<file path="config.mk">
export PLATFORM = sky130hd
export DESIGN_NAME = booth_mul_seq
export DESIGN_NICKNAME = d
export VERILOG_FILES = /design/src/rtl/booth_mul_seq.sv
export SDC_FILE = /design/constraint.sdc
export NUM_CORES = 1
export LEC_CHECK = 0
export CORE_MARGIN = 5
export CORE_UTILIZATION = 63
export DETAILED_ROUTE_END_ITERATION = 16
export GPL_ROUTABILITY_DRIVEN = 0
export PLACE_DENSITY = 0.86
export SLEW_MARGIN = 20
export SYNTH_ARGS = -nofsm -noshare
export SYNTH_HDL_FRONTEND = slang
export SYNTH_SLANG_ARGS = --single-unit
</file>
<file path="constraint.sdc">
create_clock -name i_clk -period 13.5 [get_ports i_clk]
set_clock_uncertainty 0.15 [all_clocks]
set_input_delay 4.05 -clock i_clk [delete_from_list [all_inputs] [get_ports i_clk]]
set_output_delay 4.05 -clock i_clk [all_outputs]
set_load 0.02 [all_outputs]
</file>
<file path="src/rtl/booth_mul_seq.sv">
// ---------------------------------------------------------------------------
// booth_mul_seq
//
// Sequential radix-4 Booth multiplier for the RISC-V M-extension multiply
// group (MUL, MULH, MULHSU, MULHU). One Booth digit is retired per cycle,
// so a full operation spends 17 cycles in BUSY before presenting the result.
//
// Handshake (valid/ready, both directions):
//   request : accepted on a rising edge where o_ready=1 (IDLE), i_valid=1
//             and i_flush=0. Operands and i_op are captured on that edge.
//   result  : o_valid=1 (DONE) holds o_result stable until an edge with
//             i_ready=1, which returns the block to IDLE. o_ready stays low
//             throughout DONE, so a new request is never taken on the same
//             edge that retires a result.
//   i_flush : on any edge forces IDLE and drops the operation; it wins over
//             i_valid in IDLE and over i_ready in DONE.
//
// Ports:
//   i_clk      in   1  clock, rising edge
//   i_rst      in   1  asynchronous active-high reset
//   i_valid    in   1  operand request
//   o_ready    out  1  block can accept a request (IDLE)
//   i_op       in   2  00 MUL, 01 MULH, 10 MULHSU, 11 MULHU
//   i_data_a   in  32  multiplicand (rs1)
//   i_data_b   in  32  multiplier (rs2)
//   i_flush    in   1  abort any in-flight operation
//   o_valid    out  1  result available (DONE)
//   i_ready    in   1  consumer accepts the result
//   o_result   out 32  registered result word
//   o_busy     out  1  high in BUSY or DONE
//
// Build option:
//   BOOTH_MUL_ZERO_BYPASS_EN - when defined, a request with a zero operand
//   skips BUSY and goes straight to DONE with a zero result.
// ---------------------------------------------------------------------------
module booth_mul_seq (
   input  logic        i_clk,
   input  logic        i_rst,
   input  logic        i_valid,
   output logic        o_ready,
   input  logic [1:0]  i_op,
   input  logic [31:0] i_data_a,
   input  logic [31:0] i_data_b,
   input  logic        i_flush,
   output logic        o_valid,
   input  logic        i_ready,
   output logic [31:0] o_result,
   output logic        o_busy
);

   typedef enum logic [1:0] {
      S_IDLE = 2'd0,
      S_BUSY = 2'd1,
      S_DONE = 2'd2
   } state_t;

   localparam logic [1:0] OP_MUL    = 2'b00;
   localparam logic [1:0] OP_MULHSU = 2'b10;
   localparam logic [1:0] OP_MULHU  = 2'b11;
   localparam logic [4:0] LAST_DIGIT = 5'd16;

   state_t      state;
   logic [1:0]  op_reg;
   logic [34:0] a_reg;   // 35-bit two's-complement multiplicand
   // Multiplier window: bit 0 holds b[2k-1] of the current digit, bits 2:1
   // hold b[2k] and b[2k+1]. Shifts right by two per digit.
   logic [34:0] b_reg;
   logic [65:0] acc;
   logic [4:0]  cnt;

   // Operand extension to 33 bits, decoded from the incoming op.
   logic        a_signed;
   logic        b_signed;
   logic [32:0] a_ext;
   logic [32:0] b_ext;

   always_comb begin
      a_signed = (i_op != OP_MULHU);
      b_signed = (i_op != OP_MULHSU) && (i_op != OP_MULHU);
      a_ext    = {a_signed & i_data_a[31], i_data_a};
      b_ext    = {b_signed & i_data_b[31], i_data_b};
   end

   // Booth digit selection: d = -2*b[2k+1] + b[2k] + b[2k-1].
   logic [34:0] multiple;

   always_comb begin
      multiple = '0;
      case (b_reg[2:0])
         3'b001, 3'b010: multiple = a_reg;
         3'b011:         multiple = {a_reg[33:0], 1'b0};
         3'b100:         multiple = -{a_reg[33:0], 1'b0};
         3'b101, 3'b110: multiple = -a_reg;
         default:        multiple = '0;
      endcase
   end

   // Shift-then-add: each new digit lands 32 bits up, and earlier digits
   // drift down by two per cycle, so after 17 digits digit 0 sits at bit 0
   // and the accumulator holds the exact 66-bit product. Every partial sum
   // is bounded by |a| * 2^(2k+1) * 2^(32-2k) < 2^65, so the arithmetic
   // shift never sees a wrapped sign.
   logic [65:0] acc_shift;
   logic [65:0] acc_next;
   logic [31:0] result_sel;

   always_comb begin
      acc_shift  = {{2{acc[65]}}, acc[65:2]};
      acc_next   = acc_shift + ({{31{multiple[34]}}, multiple} << 32);
      result_sel = (op_reg == OP_MUL) ? acc_next[31:0] : acc_next[63:32];
   end

   always_ff @(posedge i_clk or posedge i_rst) begin
      if (i_rst) begin
         state    <= S_IDLE;
         op_reg   <= OP_MUL;
         a_reg    <= '0;
         b_reg    <= '0;
         acc      <= '0;
         cnt      <= '0;
         o_result <= '0;
      end else if (i_flush) begin
         state <= S_IDLE;
         cnt   <= '0;
      end else begin
         case (state)
            S_IDLE: begin
               if (i_valid) begin
                  op_reg <= i_op;
                  a_reg  <= {{2{a_ext[32]}}, a_ext};
                  b_reg  <= {b_ext[32], b_ext, 1'b0};
                  acc    <= '0;
                  cnt    <= '0;
                  state  <= S_BUSY;
`ifdef BOOTH_MUL_ZERO_BYPASS_EN
                  if ((i_data_a == 32'd0) || (i_data_b == 32'd0)) begin
                     o_result <= '0;
                     state    <= S_DONE;
                  end
`endif
               end
            end
            S_BUSY: begin
               acc   <= acc_next;
               b_reg <= {{2{b_reg[34]}}, b_reg[34:2]};
               cnt   <= cnt + 5'd1;
               if (cnt == LAST_DIGIT) begin
                  o_result <= result_sel;
                  state    <= S_DONE;
               end
            end
            S_DONE: begin
               if (i_ready) begin
                  state <= S_IDLE;
               end
            end
            default: state <= S_IDLE;
         endcase
      end
   end

   // Handshake flags are pure state decodes.
   always_comb begin
      o_ready = (state == S_IDLE);
      o_valid = (state == S_DONE);
      o_busy  = (state != S_IDLE);
   end

endmodule

</file>
== Yosys cells after proc, flatten, opt, wreduce, memory -nomap -nowiden ==
Index checks and enable logic that the tools add are counted.

* Output and inout bits: 35
* Logic and storage cells: 59
* Bits of input ports: 71
* Bits in registers: 175

* Reduce and logical (&&, ||, !) cells: 14
* Mux-type cells: 14
* Equal/unequal tests: 15
* Bitwise operators: 4
* $add $sub $neg: 4

{| class="wikitable"
|+ Operators with widths
! cell !! count
|-
| one-hot mux 34 bit (4 select lines) || 1
|-
| one-hot mux 66 bit (2 select lines) || 1
|-
| one-hot mux 35 bit (2 select lines) || 1
|-
| negation 34 bit || 2
|-
| adder 66 bit || 1
|-
| 2-to-1 mux 66 bit || 1
|-
| 2-to-1 mux 35 bit || 1
|-
| 2-to-1 mux 32 bit || 1
|-
| AND reduction 3 bit || 4
|-
| 2-to-1 mux 5 bit || 2
|-
| one-hot mux 5 bit (2 select lines) || 1
|-
| equality test 3 bit (second input constant) || 3
|-
| 2-to-1 mux 2 bit || 4
|-
| equality test 3 x 2 -> 1 bit (second input constant) || 2
|-
| != test 2 bit (second input constant) || 3
|-
| != test 3 x 2 -> 1 bit (second input constant) || 2
|-
| one-hot mux 2 bit (3 select lines) || 1
|-
| adder 5 x 1 -> 5 bit (second input constant) || 1
|-
| equality test 5 bit (second input constant) || 1
|-
| zero test 2 bit || 2
|-
| AND reduction 4 bit || 1
|-
| nonzero test 2 bit || 2
|-
| OR reduction 2 bit || 2
|-
| equality test 3 x 1 -> 1 bit (second input constant) || 1
|-
| other kinds (8) || 10
|}

== Depth between registers and ports, before layout ==
* Depth in word-level cells: 5
* Mapped depth: 21
* Gate-level depth less buffers: 20

== Worst setup path before layout ==
OpenSTA, ideal clock, no wires.

* Kind: in2reg
* Start: input port i_valid
* End: register acc[10]
* Path buffers: 2
* Required time: 13.229 ns
* Path slack: 7.891 ns
* Arrival time: 5.338 ns
* Setup time: 0.121 ns
* Stages: 5
* Cells stage by stage: nor3b_1 > nor2_1 > clkbuf_1 > clkbuf_1 > a22o_1

* Longest elaborated chain between the ends: 2

{| class="wikitable"
|+ RTL lines
! what !! line !! text
|-
| start, declared || 39 || <nowiki>input logic i_valid,</nowiki>
|-
| != test 2 bit (no line) || -- ||
|-
| AND reduction 3 bit (no line) || -- ||
|-
| end signal, assigned || 144 || <nowiki>acc <= acc_next;</nowiki>
|-
| end, declared || 68 || <nowiki>logic [65:0] acc;</nowiki>
|}

Every way passes these cells.
A chain may end at the register's enable or synchronous reset.

== Worst setup path in the final report ==
* Start: input port i_flush
* End: register b_reg[13]

* Longest elaborated chain between the ends: 2

{| class="wikitable"
|+ RTL lines
! what !! line !! text
|-
| start, declared || 44 || <nowiki>input logic i_flush,</nowiki>
|-
| NOT 1 bit (no line) || -- ||
|-
| AND reduction 3 bit (no line) || -- ||
|-
| end signal, assigned || 131 || <nowiki>b_reg <= {b_ext[32], b_ext, 1'b0};</nowiki>
|-
| end signal, assigned || 145 || <nowiki>b_reg <= {{2{b_reg[34]}}, b_reg[34:2]};</nowiki>
|-
| end, declared || 67 || <nowiki>logic [34:0] b_reg;</nowiki>
|}

Every way passes these cells.

==> summary.md <==
| Metric | Value |
|---|---|
| Largest register FFs | 64 |
| Max Fanout on Critical Path | 116 |
| Clock Root Buffer | clkbuf_16 |
| Biggest area consumer among synthesized cells | dfrtp_1 |
| Overall power | 2328 uW |
| Dpl hpwl | 18.47 mm |
| Hold WC Path Type | reg -> reg |
| Comb pwr share | 0.487 |
| Setup TNS | 0 ns |
| Crit end category | flop |
| Routed vias/inst | 6.363 |
| Sw frac | 0.4353 |
| Prevailing post-synth register cell | dfrtp_1 |
| Share of the synthesized area in the top cell type | 0.4000 |
| Achievable clock frequency | 148.6 MHz |
| H-tree depth | 4 |
| Final ANT Viol Nets | 0 |
| Post-synthesis simple-gate area fraction | 0.1510 |
| Largest net degree at the start of global routing | 117 |
| First-pass DRT Iterations | 8 |
| Main area contributors after synthesis | dfrtp_1 (40%), mux2i_1 (5.6%), o21ai_0 (5.4%), nand2_1 (4.8%), a22o_1 (4.5%) |
| Post-synthesis mux area share | 0.08972 |
| WP data required | 13.61 ns |
| Vias in the first global route | 9,039 |
| Placed Area | 11,940 um^2 |
| XOR/XNOR share of the synthesized area | 0.05018 |
| Status | completed |
| VDD IR max | 0.0001231 V |
| Max transition margin | 0.2743 |
| Core area | 17,060 um^2 |
| Die Y | 141.1 um |
| Post-cts repair resize count | 0 |
| Antenna violations before repair | 0 |
| IO Count | 106 |
| Internal power | 1314 uW |
| CP max stage delay | 0.83 ns |
| Clk slew on worst S/H paths | 0.07 ns |
| WL final | 27.18 mm |
| CTS buffer count | 17 |
| Die footprint | 19,900 um^2 |
| Finish-stage setup viols | 0 |
| Number of max-cap violations | 0 |
| Seq/Total Area, Yosys | 0.4000 |
| Synth warn | 0 |
| Maximum buffer depth of the clock tree | 2 |
| Avg Inst Size Synth | 9.071 um^2 |
| Final Hold Vio Count | 0 |
| Total track usage | 0.2744 |
| Period utilisation layout | 0.4984 |
| Critical path's slowest cell | buf_4 |
| Pwr Density | 185.7 nW/um^2 |
| Clock share of power | 0.205 |
| Post-synthesis compound-gate area fraction | 0.2260 |
| Largest family of logic cells by synthesized area | compound AO/OA/AOI/OAI gates |
| Sequential share of power | 0.308 |
| Number of DRC markers in iteration 0 | 1,072 |
| Latest clock arrival within the worst-skew pair | 0.44 ns |
| Worst Slack Setup Final | 6.772 ns |
| P_leak | 0.005426 uW |
| Post-synth EDFFs | 0 |
| Netlist cell types | 70 |
| Placed cells | 1,448 |
| Post-Layout Cell Count | 1,481 |
| DRC | 0 |
| Row count | 48 |
| Share of layout cells above drive strength 1 | 0.08360 |
| Critical Path AT | 6.84 ns |
| Post-Synthesis Cell Area | 10,820 um^2 |
| Pre-CTS WS | 6.402 ns |
| IO Port Bufs | 105 |
| DR WL/cell | 18.35 um |
| Post-CTS setup buffers | 0 |
| Fin nets | 1,351 |
| Final min period | 6.728 ns |
| Net switching power of the design | 1013 uW |
| Area growth syn-to-layout | 15.83% |
| Worst-path cell chain | clkdlybuf4s50_1 -> nor2_4 -> buf_4 -> nor2_4 -> buf_4 -> o21ai_0 |
| Via count | 9,423 |
| Crit path buf inv count | 3 |
| CTS tree | built |
| Syn Inst Count | 1,193 |
| Die X | 141.1 um |
| RSZ-0062 raised after global routing | no |
| Post-CTS Hold Fix Bufs | 0 |
| Synth Net Count | 1,301 |
| # diodes | 0 |
| Critical path launch point type | input pin |
| Crit-path leading delay family | buffers and inverters |
| Async SR Flop Fraction | 1.000 |
| Initial Util | 0.6345 |
| Adder and majority cell fraction of the synthesized area | 0.04347 |
| Critical setup path kind | in -> reg |
| CTS Sinks | 173 |
| Yosys reg bits | 173 |
| Post-route cell area | 12,530 um^2 |
| Grt ovf | 0 |
| Slew Viols, Final | 0 |
| First-pass GRT wire length | 44.60 mm |
| Worst-margin pin slew | 1.089 ns |
[cells in the final DEF (no fill, tap or decap), types with 4 or more instances in the layout]
cell type / n
a221o_1: 6
or2_2: 7
inv_1: 24
xnor2_1: 41
buf_4: 10
o21bai_1: 10
o22ai_1: 13
or4_1: 5
nand2_1: 137
nand2b_1: 11
a221oi_1: 9
nand3_1: 17
nor2_1: 74
and3_1: 5
clkbuf_16: 17
a22oi_1: 12
a22o_1: 55
a31oi_1: 12
mux2i_1: 61
nor2b_1: 7
nor3_1: 24
and2_1: 5
a21oi_1: 79
dfrtp_1: 173
o21ai_0: 117
o21a_1: 7
o21ai_1: 7
a32oi_1: 4
inv_6: 4
a21o_1: 9
xor2_1: 21
ha_1: 36
mux2_2: 32
clkdlybuf4s50_1: 105
or3_1: 9
o221ai_1: 7
nor4_1: 5
o31ai_1: 6
nand4_1: 10
[layer usage]
metal / up-vias / GRT usage / wire length, um
met4: 0 / 0.1321 / 1228
li1: 4453 / - / -
met5: - / 0 / 0
met2: 453 / 0.4294 / 12560
met1: 4418 / 0.3651 / 11200
met3: 99 / 0.05834 / 2196
[worst paths after layout]
kind,from,end,slack [ns],depth (start not counted)
worst max register to register,a_reg[0],o_result[31],7.62,20
worst min-delay path,o_result[17],o_result[17],0.33,2
min in group asynchronous,i_rst,b_reg[24],3.98,2
worst max-delay path,i_flush,b_reg[13],6.77,6
worst min register to register,o_result[17],o_result[17],0.33,2
max in group asynchronous,i_rst,a_reg[16],8.04,3
[kinds of logic after synthesis]
logic type / Yosys count
buf+inv: 111
flops: 173
compound gates: 378
mux: 93
xor+xnor: 62
fa+ha+maj: 37
simple gates: 339
[tightest hold or removal path, cell delays in order (launching register included)]
cell,delay (ns)
dfrtp_1,0.34
nand2_1,0.04
o21ai_0,0.06
[final cells by class]
| class | instances | area [um^2] |
|---|---|---|
| tap | 225 | 281.5 |
| clock buffer | 19 | 442.9 |
| timing repair buffer | 117 | 1157 |
| sequential | 173 | 4329 |
| fill | 1237 | 4522 |
| multi-input combinational | 909 | 6095 |
| inverter | 25 | 98.84 |
| clock inverter | 13 | 130.1 |
[cell usage after synthesis, drive strengths merged (8+ instances only)]
master and count:
ha 36, inv 25, buf 12, nand3 20, nand2b 11, a22o 55, a21o 9, or3 12
nand4 10, a22oi 12, mux2 32, o21bai 10, or2 8, a221oi 9, xor2 21, dfrtp 173
nand2 140, a21oi 80, o21ai 124, xnor2 41, o22ai 13, nor2 76, mux2i 61, nor3 25
nor2b 8, clkbuf 74, a31oi 12
[power groups by stage]
stage          clock (uW)  sequential (uW)  combinational [uW]
4_1_cts               481              713                1110
3_3_place_gp            0              718                1070
6_report              478              716                1130
2_1_floorplan           0              674                 862
5_1_grt               504              729                1230
3_5_place_dp            0              719                1100
[per-stage QoR]
step             util  hold slack [ns]
4_1_cts        0.7335           0.3360
3_5_place_dp   0.6999           0.3199
2_1_floorplan       -           0.2991
3_3_place_gp   0.6999           0.3115
6_report       0.7349           0.3268
5_1_grt        0.7349           0.3467
No activity file was read; power rests on OpenSTA's default activity.
